**config.mk**
```make
export PLATFORM = sky130hd
export DESIGN_NAME = mp_adder_ctrl
export DESIGN_NICKNAME = d
export VERILOG_FILES = /design/src/rtl/mp_adder_pkg.sv /design/src/rtl/cla_adder.sv /design/src/rtl/mp_adder_ctrl.sv
export SDC_FILE = /design/constraint.sdc
export NUM_CORES = 1
export LEC_CHECK = 0
export BUFFER_PORTS_ARGS = -buffer_cell sky130_fd_sc_hd__buf_2
export CORE_ASPECT_RATIO = 1.75
export CORE_MARGIN = 1
export CORE_UTILIZATION = 55
export DETAILED_ROUTE_END_ITERATION = 8
export GPL_TIMING_DRIVEN = 0
export PLACE_DENSITY_LB_ADDON = 0.2
export SYNTH_ARGS = -nofsm -noshare
export SYNTH_HDL_FRONTEND = slang
export SYNTH_SLANG_ARGS = --single-unit
```
**constraint.sdc**
```tcl
create_clock -name Clock_i -period 22.5 [get_ports Clock_i]
set_clock_uncertainty 0.05 [all_clocks]
set_input_delay 2.25 -clock Clock_i [delete_from_list [all_inputs] [get_ports Clock_i]]
set_output_delay 2.25 -clock Clock_i [all_outputs]
set_load 0.02 [all_outputs]
```
**src/rtl/mp_adder_pkg.sv**
```systemverilog
// Shared constants for the multi-precision add/subtract sequencer.
// State encodings, default geometry and counter sizing.
package mp_adder_pkg;

    localparam int MP_WIDTH_DEF  = 32;
    localparam int MP_NWORDS_DEF = 4;

    localparam logic [1:0] MP_IDLE = 2'd0;
    localparam logic [1:0] MP_RUN  = 2'd1;
    localparam logic [1:0] MP_DONE = 2'd2;

    // Word counter width; a single-word build still needs one bit.
    function automatic int mp_cnt_width(input int n);
        return (n > 1) ? $clog2(n) : 1;
    endfunction

endpackage

```
**src/rtl/cla_adder.sv**
```systemverilog
// WIDTH-bit carry-lookahead adder with group propagate/generate.
// Carry chain is evaluated bit-serially inside one combinational block.
module cla_adder #(
    parameter int WIDTH = 32
) (
    input  logic [WIDTH-1:0] A_i,
    input  logic [WIDTH-1:0] B_i,
    input  logic             Carry_i,
    output logic [WIDTH-1:0] Sum_o,
    output logic             Carry_o,
    output logic             Propagate_o,
    output logic             Generate_o
);

    logic [WIDTH-1:0] w_p;
    logic [WIDTH-1:0] w_g;
    logic             w_c;
    logic             w_gg;

    assign w_p = A_i ^ B_i;
    assign w_g = A_i & B_i;

    always_comb begin
        Sum_o = '0;
        w_c   = Carry_i;
        w_gg  = 1'b0;
        for (int i = 0; i < WIDTH; i++) begin
            Sum_o[i] = w_p[i] ^ w_c;
            w_c      = w_g[i] | (w_p[i] & w_c);
            w_gg     = w_g[i] | (w_p[i] & w_gg);
        end
    end

    assign Carry_o     = w_c;
    assign Propagate_o = &w_p;
    assign Generate_o  = w_gg;

endmodule

```
**src/rtl/mp_adder_ctrl.sv**
```systemverilog
// Multi-precision add/subtract sequencer: one narrow adder, one word per
// cycle, LS word first, carry registered between words.
module mp_adder_ctrl
    import mp_adder_pkg::*;
#(
    parameter int WIDTH  = MP_WIDTH_DEF,
    parameter int NWORDS = MP_NWORDS_DEF
) (
    input  logic                     Clock_i,
    input  logic                     Reset_i,
    input  logic                     Start_i,
    input  logic                     Sub_i,
    input  logic                     Carry_i,
    input  logic [NWORDS*WIDTH-1:0]  Number1_i,
    input  logic [NWORDS*WIDTH-1:0]  Number2_i,
    output logic                     Busy_o,
    output logic                     Done_o,
    output logic [NWORDS*WIDTH-1:0]  Result_o,
    output logic                     Carry_o,
    output logic                     Overflow_o
);

    localparam int TW = NWORDS * WIDTH;
    localparam int CW = mp_cnt_width(NWORDS);
    localparam logic [CW-1:0] LAST = CW'(NWORDS - 1);

    logic [1:0]    r_state;
    logic [CW-1:0] r_cnt;
    logic [TW-1:0] r_a;
    logic [TW-1:0] r_b;
    logic [TW-1:0] r_res_sr;
    logic          r_carry;
    logic [TW-1:0] r_result;
    logic          r_carry_o;
    logic          r_ovf;

    logic [WIDTH-1:0] w_sum;
    logic             w_cout;
    logic             w_last;
    logic             w_ovf;
    logic [TW-1:0]    w_res_next;
    logic             w_unused_prop;
    logic             w_unused_gen;

    cla_adder #(.WIDTH(WIDTH)) u_cla (
        .A_i         (r_a[WIDTH-1:0]),
        .B_i         (r_b[WIDTH-1:0]),
        .Carry_i     (r_carry),
        .Sum_o       (w_sum),
        .Carry_o     (w_cout),
        .Propagate_o (w_unused_prop),
        .Generate_o  (w_unused_gen)
    );

    // New word enters at the top so the LS word ends up at the bottom.
    generate
        if (NWORDS == 1) begin : g_one
            assign w_res_next = w_sum;
        end else begin : g_multi
            assign w_res_next = {w_sum, r_res_sr[TW-1:WIDTH]};
        end
    endgenerate

    assign w_last = (r_cnt == LAST);
    assign w_ovf  = (r_a[WIDTH-1] == r_b[WIDTH-1])
                  & (w_sum[WIDTH-1] != r_a[WIDTH-1]);

    always_ff @(posedge Clock_i) begin
        if (Reset_i) begin
            r_state   <= MP_IDLE;
            r_cnt     <= '0;
            r_a       <= '0;
            r_b       <= '0;
            r_res_sr  <= '0;
            r_carry   <= 1'b0;
            r_result  <= '0;
            r_carry_o <= 1'b0;
            r_ovf     <= 1'b0;
        end else begin
            case (r_state)
                MP_IDLE: begin
                    if (Start_i) begin
                        r_a     <= Number1_i;
                        r_b     <= Sub_i ? ~Number2_i : Number2_i;
                        r_carry <= Sub_i | Carry_i;
                        r_cnt   <= '0;
                        r_state <= MP_RUN;
                    end
                end
                MP_RUN: begin
                    r_a      <= r_a >> WIDTH;
                    r_b      <= r_b >> WIDTH;
                    r_res_sr <= w_res_next;
                    r_carry  <= w_cout;
                    if (w_last) begin
                        r_result  <= w_res_next;
                        r_carry_o <= w_cout;
                        r_ovf     <= w_ovf;
                        r_state   <= MP_DONE;
                    end else begin
                        r_cnt <= r_cnt + 1'b1;
                    end
                end
                MP_DONE: r_state <= MP_IDLE;
                default: r_state <= MP_IDLE;
            endcase
        end
    end

    assign Busy_o     = (r_state == MP_RUN) | (r_state == MP_DONE);
    assign Done_o     = (r_state == MP_DONE);
    assign Result_o   = r_result;
    assign Carry_o    = r_carry_o;
    assign Overflow_o = r_ovf;

endmodule

```
==> flow_summary.html, run 1 <==
<table>
<tr><th>Metric</th><th>Value</th></tr>
<tr><th colspan="2">Route</th></tr>
<tr><td>Sum of routed wire length over all layers</td><td>62300 µm</td></tr>
<tr><td>Drt first-iter violations</td><td>700</td></tr>
<tr><td>Total iterations of the first detailed-routing run</td><td>5</td></tr>
<tr><td>Total via count after detailed routing</td><td>roughly 18000</td></tr>
<tr><td>Vias/cell</td><td>5.39</td></tr>
<tr><td>Routed length per placed instance</td><td>18.9 µm</td></tr>
<tr><td>Final antenna-violating net count</td><td>0</td></tr>
<tr><td>DR DRC count</td><td>0</td></tr>
<tr><th colspan="2">Power</th></tr>
<tr><td>Leakage component of the power</td><td>around 10 nW</td></tr>
<tr><td>Power Density</td><td>just over 80 mW/mm²</td></tr>
<tr><td>Max IR drop VDD</td><td>0.0578 mV</td></tr>
<tr><th colspan="2">Worst setup path</th></tr>
<tr><td>Slowest cell delay on critical path</td><td>0.49 ns</td></tr>
<tr><td>CP dominant cell by count</td><td>sky130_fd_sc_hd__fa_1</td></tr>
<tr><td>Crit path max fanout</td><td>3</td></tr>
<tr><td>Arrival time reported for the critical path endpoint</td><td>between 10 and 15 ns</td></tr>
<tr><td>Slowest-stage cell, CP</td><td>sky130_fd_sc_hd__fa_1</td></tr>
<tr><td>Crit end category</td><td>register</td></tr>
<tr><td>Crit path max-delay family</td><td>adder cells</td></tr>
<tr><td>CP bufs+invs</td><td>3</td></tr>
<tr><td>Critical Setup Path Class</td><td>reg2reg</td></tr>
<tr><td>Startpoint types</td><td>register</td></tr>
<tr><td>WP data required</td><td>~23 ns</td></tr>
<tr><th colspan="2">Logic synthesis</th></tr>
<tr><td>Warning count from the yosys run</td><td>0</td></tr>
<tr><td>Synthesized cell area</td><td>0.0212 mm²</td></tr>
<tr><td>Number of synthesized register bits</td><td>about 490</td></tr>
<tr><td>Avg Cell Area, Syn</td><td>about 9.0 µm²</td></tr>
<tr><td>Cell count after synthesis</td><td>2341</td></tr>
<tr><td>Share of synthesized flip-flops with an asynchronous set or reset</td><td>0%</td></tr>
<tr><td>Post-Synthesis Net Count</td><td>2639</td></tr>
<tr><td>Primary flip-flop cell chosen by synthesis mapping</td><td>sky130_fd_sc_hd__dfxtp_1</td></tr>
<tr><td>Number of distinct library cells after synthesis</td><td>38</td></tr>
<tr><td>Number of enable-type register cells in the synthesized netlist</td><td>0</td></tr>
<tr><td>Post-synthesis sequential area ratio</td><td>a little under half</td></tr>
<tr><th colspan="2">Floorplanning</th></tr>
<tr><td>Number of standard-cell rows in the floorplan</td><td>94</td></tr>
<tr><td>Io pins</td><td>just under 400</td></tr>
<tr><td>Die Footprint</td><td>~0.039 mm²</td></tr>
<tr><td>Die height</td><td>between 200 and 300 µm</td></tr>
<tr><td>DIE WIDTH</td><td>150 µm</td></tr>
<tr><td>Initial cell density of the core</td><td>56.1%</td></tr>
<tr><td>Total core area</td><td>0.0378 mm²</td></tr>
<tr><th colspan="2">Placed design</th></tr>
<tr><td>Placed Instance Area</td><td>0.0237 mm²</td></tr>
<tr><td>Dpl hpwl</td><td>50300 µm</td></tr>
<tr><td>Gpl congestion</td><td>~0.9</td></tr>
<tr><td>Count of buffers from port buffering</td><td>390</td></tr>
<tr><th colspan="2">Global routing</th></tr>
<tr><td>Initial antenna violation count</td><td>8</td></tr>
<tr><td>Wire length of the first global-routing pass</td><td>roughly 93000 µm</td></tr>
<tr><td>Via count of the first global-routing pass</td><td>~18000</td></tr>
<tr><td>Pin count of the biggest net entering global routing</td><td>17</td></tr>
<tr><td>Leftover overflow at the end of global routing</td><td>0</td></tr>
<tr><td>Global-route usage over all layers</td><td>between 30% and 40%</td></tr>
<tr><th colspan="2">Timing</th></tr>
<tr><td>Achievable clock frequency</td><td>71.2 MHz</td></tr>
<tr><td>Share of the clock period used by the worst path after layout</td><td>62.4%</td></tr>
<tr><td>Post-route worst hold slack</td><td>between 0.3 and 0.4 ns</td></tr>
<tr><td>Worst Tran Pin Value</td><td>roughly 0.96 ns</td></tr>
<tr><td>Total of endpoints with negative setup slack in the final report</td><td>0</td></tr>
<tr><td>Final Critical Period</td><td>roughly 14 ns</td></tr>
<tr><td>Headroom to the max-slew limit</td><td>between 30% and 40%</td></tr>
<tr><td>Total negative slack for setup checks</td><td>0 ns</td></tr>
<tr><td>Final-report hold violation count</td><td>0</td></tr>
<tr><td>Count of pins over their slew limit</td><td>0</td></tr>
<tr><td>Unrepaired setup endpoints after global routing</td><td>no</td></tr>
<tr><th colspan="2">CTS</th></tr>
<tr><td>Number of gates resized after CTS</td><td>0</td></tr>
<tr><td>Depth of the CTS H-tree</td><td>2</td></tr>
<tr><td>Hold-fix buffers at CTS</td><td>0</td></tr>
<tr><td>Clock tree from TritonCTS</td><td>yes</td></tr>
<tr><td>Maximum clock path buffer count</td><td>3</td></tr>
<tr><td>Cell chosen for the clock root</td><td>sky130_fd_sc_hd__clkbuf_16</td></tr>
<tr><td>Clock Pin Slew Worst Setup and Hold Paths</td><td>0.07 ns</td></tr>
<tr><td>Number of buffers created by CTS</td><td>43</td></tr>
<tr><td>Clock insertion delay at the later pin of the skew report</td><td>roughly 0.57 ns</td></tr>
<tr><td>Post CTS Setup Buffer Count</td><td>0</td></tr>
<tr><td>Sinks on Clock Net</td><td>between 400 and 500</td></tr>
<tr><th colspan="2">Final layout</th></tr>
<tr><td>Most common library cell in the layout ignoring fill and taps</td><td>sky130_fd_sc_hd__dfxtp_1</td></tr>
<tr><td>Total non-filler cell area in the finished layout</td><td>roughly 0.025 mm²</td></tr>
<tr><td>Layout fillers</td><td>~3200</td></tr>
<tr><td>Fraction of layout instances using a drive strength above 1</td><td>between 20% and 30%</td></tr>
<tr><td>Net count, final</td><td>3074</td></tr>
<tr><td>Highest-count cells in the layout ignoring fill and taps</td><td>sky130_fd_sc_hd__dfxtp_1, sky130_fd_sc_hd__buf_2, sky130_fd_sc_hd__nand2_1, sky130_fd_sc_hd__a21oi_1, sky130_fd_sc_hd__nor2_1</td></tr>
<tr><td>Area Growth Syn to Fin</td><td>19.2%</td></tr>
<tr><th colspan="2">Hold path</th></tr>
<tr><td>Kind of path behind the tightest hold check</td><td>reg2reg</td></tr>
<tr><th colspan="2">Status</th></tr>
<tr><td>Run status</td><td>finished, final reports clean</td></tr>
<tr><th colspan="2">Flow run</th></tr>
<tr><td>Max-cap viol count</td><td>0</td></tr>
</table>
-- cell families (layout without fill, tap and decap cells) --
kind of cell	count (synthesis)	in the layout	synth area share [%]
buffers and inverters	217	681	5.87
other	0	6	0
flip-flops	487	487	46.1
AO/OA/AOI/OAI	494	494	14.1
adder cells (fa/ha/maj)	37	37	3.32
multiplexers	192	192	9.16
AND/OR/NAND/NOR	785	785	16.2
XOR/XNOR	129	129	5.34
-- flip-flops by register name (all words and copies together) (netlist names) --
signal,cells
r_cnt,2
r_a,128
Carry_o,1
r_carry,1
r_state,2
r_res_sr,96
Overflow_o,1
Result_o,128
r_b,128
-- synthesized netlist by cell type, types with 5 or more instances --
library cell               number  area, µm²
sky130_fd_sc_hd__o211ai_1      96        721
sky130_fd_sc_hd__ha_1           5       62.6
sky130_fd_sc_hd__buf_1          5       18.8
sky130_fd_sc_hd__mux2i_1      190       1900
sky130_fd_sc_hd__buf_6         30        338
sky130_fd_sc_hd__inv_1         10       37.5
sky130_fd_sc_hd__nand2b_1      98        613
sky130_fd_sc_hd__or3_1         33        206
sky130_fd_sc_hd__clkbuf_1      82        308
sky130_fd_sc_hd__nand3b_1      34        255
sky130_fd_sc_hd__xor2_1        97        850
sky130_fd_sc_hd__dfxtp_1      487       9750
sky130_fd_sc_hd__fa_1          32        641
sky130_fd_sc_hd__xnor2_1       32        280
sky130_fd_sc_hd__a21oi_1      291       1460
sky130_fd_sc_hd__a211oi_1     101        758
sky130_fd_sc_hd__nor2_1       196        736
sky130_fd_sc_hd__buf_2         68        340
sky130_fd_sc_hd__nand2_1      417       1570
sky130_fd_sc_hd__buf_4         14        105
-- power by group --
part	switching [mW]	internal, mW
Sequential	0.0420	0.919
Clock	0.326	0.462
Combinational	0.191	0.144
Total	0.559	1.53
-- path summary, 6_finish.rpt --
path         startpoint         end  slack, ns  cells past startpoint
max             r_carry  Overflow_o       8.46                     38
min             r_b[55]     r_b[55]       0.40                      2
max reg2reg     r_carry  Overflow_o       8.46                     38
min reg2reg     r_b[55]     r_b[55]       0.40                      2
-- cell type report --
class | count | area, µm² | share of cell area [%]
diodes | 6 | 15.0 | 0.0595
plain buffers | 207 | 1200 | 4.77
clock buffers | 57 | 1220 | 4.84
clock inverters | 17 | 278 | 1.10
inverters | 10 | 37.5 | 0.149
multi-input cells | 1637 | 10200 | 40.3
flip-flops and latches | 487 | 9750 | 38.6
well taps | 480 | 601 | 2.38
repair buffers | 390 | 1950 | 7.74
-- per-layer routing --
| layer | vias up | GRT usage, % | routed length (µm) |
|---|---|---|---|
| met2 | 607 | 58.8 | 32500 |
| met5 | - | 0 | 37 |
| met1 | 8182 | 31.1 | 22000 |
| li1 | 8748 | - | - |
| met3 | 185 | 5.14 | 3340 |
| met4 | 6 | 21.7 | 4400 |
-- stage by stage --
stage,power [mW],setup WS [ns],instances,utilization (%)
CTS,2.09,8.52,3285,66.8
detailed placement,1.31,8.53,3211,62.8
finish,2.08,8.46,3291,66.8
floorplan,1.20,9.39,2341,-
global placement,1.30,8.58,3211,62.8
global route,2.16,8.06,3288,66.8
-- worst register-to-register path, delay by kind of cell (launching register included) --
kind / cells / cell delay [ns]
adders and majority gates: 32 / 12.78
xor gates and xnor gates: 1 / 0.17
DFF: 1 / 0.32
and+or+nand+nor: 1 / 0.31
AOI/OAI and AO/OA: 1 / 0.13
buffers and inverters: 3 / 0.24
Power figures use the tool's default switching activity.
==> run 2: changes to the inputs <==
--- a/config.mk
+++ b/config.mk
@@ -5,6 +5,7 @@
 export SDC_FILE = /design/constraint.sdc
 export NUM_CORES = 1
 export LEC_CHECK = 0
+export ABC_AREA = 1
 export BUFFER_PORTS_ARGS = -buffer_cell sky130_fd_sc_hd__buf_2
 export CORE_ASPECT_RATIO = 1.75
 export CORE_MARGIN = 1
==> constraint.sdc (replaced) <==
create_clock -name Clock_i -period 14.6 [get_ports Clock_i]
set_clock_uncertainty 0.05 [all_clocks]
set_input_delay 1.46 -clock Clock_i [delete_from_list [all_inputs] [get_ports Clock_i]]
set_output_delay 1.46 -clock Clock_i [all_outputs]
set_load 0.02 [all_outputs]
==> flow_summary.html, run 2 <==
<table>
<tr><th>Metric</th><th>Value</th></tr>
<tr><th colspan="2">Status</th></tr>
<tr><td>Run status</td><td>finished, final reports clean (unchanged)</td></tr>
<tr><th colspan="2">Logic synthesis</th></tr>
<tr><td>Post-Synthesis Net Count</td><td>3241 (was 2639)</td></tr>
<tr><td>Largest family of logic cells by synthesized area</td><td>simple AND/OR/NAND/NOR gates (unchanged)</td></tr>
<tr><td>Share of the synthesized area in compound gates (AO/OA/AOI/OAI)</td><td>16.3% (was 14.1%)</td></tr>
<tr><td>Cell count after synthesis</td><td>2943 (was 2341)</td></tr>
<tr><td>Simple-gate area share of the yosys netlist</td><td>27.1% (was 16.2%)</td></tr>
<tr><td>Number of synthesized register bits</td><td>487 (unchanged)</td></tr>
<tr><td>Synth cell count leaders</td><td>sky130_fd_sc_hd__nand2_1, sky130_fd_sc_hd__nor2_1, sky130_fd_sc_hd__dfxtp_1 (was sky130_fd_sc_hd__dfxtp_1, sky130_fd_sc_hd__nand2_1, sky130_fd_sc_hd__a21oi_1)</td></tr>
<tr><td>Multiplexer fraction of the synthesized cell area</td><td>0% (was 9.16%)</td></tr>
<tr><td>Area share of xor/xnor cells in the synthesized design</td><td>1.37% (was 5.34%)</td></tr>
<tr><td>Synth Area in Adders</td><td>3.34% (was 3.32%)</td></tr>
<tr><td>Share of synthesized flip-flops with an asynchronous set or reset</td><td>0% (unchanged)</td></tr>
<tr><td>Warning count from the yosys run</td><td>0 (unchanged)</td></tr>
<tr><td>Post-synthesis sequential area ratio</td><td>46.3% (was 46.1%)</td></tr>
<tr><td>Number of distinct library cells after synthesis</td><td>22 (was 38)</td></tr>
<tr><td>Primary flip-flop cell chosen by synthesis mapping</td><td>sky130_fd_sc_hd__dfxtp_1 (unchanged)</td></tr>
<tr><td>Top-area cell type share of the netlist area</td><td>46.3% (was 46.1%)</td></tr>
<tr><td>Avg Cell Area, Syn</td><td>7.16 µm² (was 9.04 µm²)</td></tr>
<tr><td>Library cell occupying the most area in the post-synthesis netlist</td><td>sky130_fd_sc_hd__dfxtp_1 (unchanged)</td></tr>
<tr><td>Synthesized cell area</td><td>0.0211 mm² (was 0.0212 mm²)</td></tr>
<tr><td>Top cells by area, synth</td><td>sky130_fd_sc_hd__dfxtp_1, sky130_fd_sc_hd__nand2_1, sky130_fd_sc_hd__nor2_1 (was sky130_fd_sc_hd__dfxtp_1, sky130_fd_sc_hd__mux2i_1, sky130_fd_sc_hd__nand2_1)</td></tr>
<tr><td>Number of enable-type register cells in the synthesized netlist</td><td>0 (unchanged)</td></tr>
<tr><td>Count leader, synth</td><td>sky130_fd_sc_hd__nand2_1 (was sky130_fd_sc_hd__dfxtp_1)</td></tr>
<tr><th colspan="2">Floorplanning</th></tr>
<tr><td>Die Footprint</td><td>0.0391 mm² (was 0.0393 mm²)</td></tr>
<tr><td>Total core area</td><td>0.0376 mm² (was 0.0378 mm²)</td></tr>
<tr><td>Io pins</td><td>393 (unchanged)</td></tr>
<tr><td>DIE WIDTH</td><td>150 µm (about the same)</td></tr>
<tr><td>Die height</td><td>261 µm (about the same)</td></tr>
<tr><td>Initial cell density of the core</td><td>56.0% (was 56.1%)</td></tr>
<tr><td>Number of standard-cell rows in the floorplan</td><td>94 (unchanged)</td></tr>
<tr><th colspan="2">Worst setup path</th></tr>
<tr><td>Crit path max fanout</td><td>3 (unchanged)</td></tr>
<tr><td>Startpoint types</td><td>register (unchanged)</td></tr>
<tr><td>CP dominant cell by count</td><td>sky130_fd_sc_hd__fa_1 (unchanged)</td></tr>
<tr><td>Slowest cell delay on critical path</td><td>0.47 ns (was 0.49 ns)</td></tr>
<tr><td>Slowest-stage cell, CP</td><td>sky130_fd_sc_hd__fa_1 (unchanged)</td></tr>
<tr><td>Critical Setup Path Class</td><td>reg2reg (unchanged)</td></tr>
<tr><td>WP data required</td><td>15.04 ns (was 22.95 ns)</td></tr>
<tr><td>Crit end category</td><td>register (unchanged)</td></tr>
<tr><td>Arrival time reported for the critical path endpoint</td><td>14.16 ns (was 14.49 ns)</td></tr>
<tr><th colspan="2">Global routing</th></tr>
<tr><td>Met2 routing resource usage after global routing</td><td>63.1% (was 58.8%)</td></tr>
<tr><td>Peak-usage layer in the global routing report</td><td>met2 (unchanged)</td></tr>
<tr><td>Pin count of the biggest net entering global routing</td><td>16 (was 17)</td></tr>
<tr><td>GR Util met3</td><td>6.82% (was 5.14%)</td></tr>
<tr><td>Initial antenna violation count</td><td>18 (was 8)</td></tr>
<tr><td>Wire length of the first global-routing pass</td><td>103000 µm (was 93400 µm)</td></tr>
<tr><td>Global-route usage over all layers</td><td>34.4% (was 31.4%)</td></tr>
<tr><td>Leftover overflow at the end of global routing</td><td>0 (unchanged)</td></tr>
<tr><td>Via count of the first global-routing pass</td><td>20400 (was 17800)</td></tr>
<tr><td>Global routing met1 resource utilization</td><td>32.5% (was 31.1%)</td></tr>
<tr><th colspan="2">Power</th></tr>
<tr><td>Leakage component of the power</td><td>11.1 nW (was 10.1 nW)</td></tr>
<tr><td>Power Density</td><td>137 mW/mm² (was 82.6 mW/mm²)</td></tr>
<tr><td>Total Power Consumption</td><td>3.45 mW (was 2.08 mW)</td></tr>
<tr><td>Max IR drop VDD</td><td>0.0939 mV (was 0.0578 mV)</td></tr>
<tr><th colspan="2">Route</th></tr>
<tr><td>Sum of routed wire length over all layers</td><td>67100 µm (was 62300 µm)</td></tr>
<tr><td>Routed length per placed instance</td><td>17.2 µm (was 18.9 µm)</td></tr>
<tr><td>Total iterations of the first detailed-routing run</td><td>6 (was 5)</td></tr>
<tr><td>Total via count after detailed routing</td><td>20600 (was 17700)</td></tr>
<tr><td>Final antenna-violating net count</td><td>0 (unchanged)</td></tr>
<tr><td>Vias/cell</td><td>5.28 (was 5.39)</td></tr>
<tr><td>DR DRC count</td><td>0 (unchanged)</td></tr>
<tr><td>Drt first-iter violations</td><td>1230 (was 700)</td></tr>
<tr><th colspan="2">Timing</th></tr>
<tr><td>Final-report hold violation count</td><td>0 (unchanged)</td></tr>
<tr><td>Unrepaired setup endpoints after global routing</td><td>no (unchanged)</td></tr>
<tr><td>Final Critical Period</td><td>13.71 ns (was 14.04 ns)</td></tr>
<tr><td>Total negative slack for setup checks</td><td>0 ns (unchanged)</td></tr>
<tr><td>Headroom to the max-slew limit</td><td>45.5% (was 36.1%)</td></tr>
<tr><td>Worst Tran Pin Value</td><td>0.818 ns (was 0.958 ns)</td></tr>
<tr><td>Total of endpoints with negative setup slack in the final report</td><td>0 (unchanged)</td></tr>
<tr><td>Share of the clock period used by the worst path after layout</td><td>93.9% (was 62.4%)</td></tr>
<tr><td>Achievable clock frequency</td><td>72.9 MHz (was 71.2 MHz)</td></tr>
<tr><td>Count of pins over their slew limit</td><td>0 (unchanged)</td></tr>
<tr><th colspan="2">CTS</th></tr>
<tr><td>Number of gates resized after CTS</td><td>0 (unchanged)</td></tr>
<tr><td>Hold-fix buffers at CTS</td><td>0 (unchanged)</td></tr>
<tr><td>Maximum clock path buffer count</td><td>3 (unchanged)</td></tr>
<tr><td>Clock insertion delay at the later pin of the skew report</td><td>0.56 ns (was 0.57 ns)</td></tr>
<tr><td>Depth of the CTS H-tree</td><td>2 (unchanged)</td></tr>
<tr><td>Clock Pin Slew Worst Setup and Hold Paths</td><td>0.07 ns (about the same)</td></tr>
<tr><td>Sinks on Clock Net</td><td>487 (unchanged)</td></tr>
<tr><td>Cell chosen for the clock root</td><td>sky130_fd_sc_hd__clkbuf_16 (unchanged)</td></tr>
<tr><td>Clock tree from TritonCTS</td><td>yes (unchanged)</td></tr>
<tr><td>Post CTS Setup Buffer Count</td><td>0 (unchanged)</td></tr>
<tr><td>Number of buffers created by CTS</td><td>44 (was 43)</td></tr>
<tr><th colspan="2">Final layout</th></tr>
<tr><td>Net count, final</td><td>3677 (was 3074)</td></tr>
<tr><td>Highest-count cells in the layout ignoring fill and taps</td><td>sky130_fd_sc_hd__nand2_1, sky130_fd_sc_hd__nor2_1, sky130_fd_sc_hd__dfxtp_1, sky130_fd_sc_hd__buf_2, sky130_fd_sc_hd__a21oi_1 (was sky130_fd_sc_hd__dfxtp_1, sky130_fd_sc_hd__buf_2, sky130_fd_sc_hd__nand2_1, sky130_fd_sc_hd__a21oi_1, sky130_fd_sc_hd__nor2_1)</td></tr>
<tr><td>Area Growth Syn to Fin</td><td>19.4% (was 19.2%)</td></tr>
<tr><td>Fraction of layout instances using a drive strength above 1</td><td>20.1% (was 20.7%)</td></tr>
<tr><td>Most common library cell in the layout ignoring fill and taps</td><td>sky130_fd_sc_hd__nand2_1 (was sky130_fd_sc_hd__dfxtp_1)</td></tr>
<tr><th colspan="2">Placed design</th></tr>
<tr><td>Gpl congestion</td><td>0.958 (was 0.912)</td></tr>
<tr><td>Dpl hpwl</td><td>52800 µm (was 50300 µm)</td></tr>
<tr><td>Count of buffers from port buffering</td><td>390 (unchanged)</td></tr>
<tr><th colspan="2">Hold path</th></tr>
<tr><td>Kind of path behind the tightest hold check</td><td>reg2reg (unchanged)</td></tr>
<tr><th colspan="2">Flow run</th></tr>
<tr><td>Max-cap viol count</td><td>0 (unchanged)</td></tr>
</table>
## run 2: final cells by class
| type | count | area, µm² |
|---|---|---|
| buffer | 226 | 1110 |
| tap | 480 | 601 |
| timing repair buffer | 390 | 1950 |
| multi-input combinational | 2212 | 10100 |
| clock inverter | 15 | 168 |
| sequential | 487 | 9750 |
| inverter | 18 | 67.6 |
| antenna | 10 | 25.0 |
| fill | 3447 | 12500 |
| clock buffer | 65 | 1330 |
## run 2: cells by family after synthesis
kind of cell	after synthesis
AOI/OAI and AO/OA	687
xor gates and xnor gates	33
buffers and inverters	244
adders and majority gates	37
DFF	487
and+or+nand+nor	1455
## run 2: critical path, delay by kind of cell (launching register included)
| kind | cells | cell delay (ns) |
|---|---|---|
| AO/OA/AOI/OAI | 1 | 0.13 |
| XOR/XNOR | 1 | 0.16 |
| adder cells (fa/ha/maj) | 32 | 12.74 |
| buffers and inverters | 3 | 0.21 |
| flip-flops | 1 | 0.32 |
| AND/OR/NAND/NOR | 1 | 0.06 |
## run 2: metal layers
layer | vias up | share of wire [%]
li1 | 10300 | -
met1 | 9248 | 34
met2 | 776 | 51
met3 | 279 | 6.4
met4 | 18 | 8.9
met5 | - | 0.14
## run 2: path summary, 6_finish.rpt
| kind | from | endpoint | slack [ns] | depth (start not counted) |
|---|---|---|---|---|
| setup / recovery | r_a[0] | Overflow_o | 0.89 | 38 |
| hold / removal | r_res_sr[39] | r_res_sr[39] | 0.41 | 2 |
| setup reg to reg | r_a[0] | Overflow_o | 0.89 | 38 |
| hold reg to reg | r_res_sr[39] | r_res_sr[39] | 0.41 | 2 |
## run 2: through the flow
stage                     hold WS [ns]  worst slack (ns)  cells  area (µm²)  util (%)
after floorplan                  0.387              1.77   2943       21100         -
after global placement           0.396              1.16   3813       23600      62.8
after detailed placement         0.400             0.993   3813       23600      62.8
after CTS                        0.410             0.961   3893       25100      66.7
after global routing             0.424             0.412   3902       25100      66.8
final                            0.406             0.888   3903       25100      66.8
## run 2: power by group
group | switching [mW] | internal, mW
logic | 0.469 | 0.249
clock network | 0.503 | 0.687
registers | 0.0868 | 1.45
total | 1.06 | 2.39
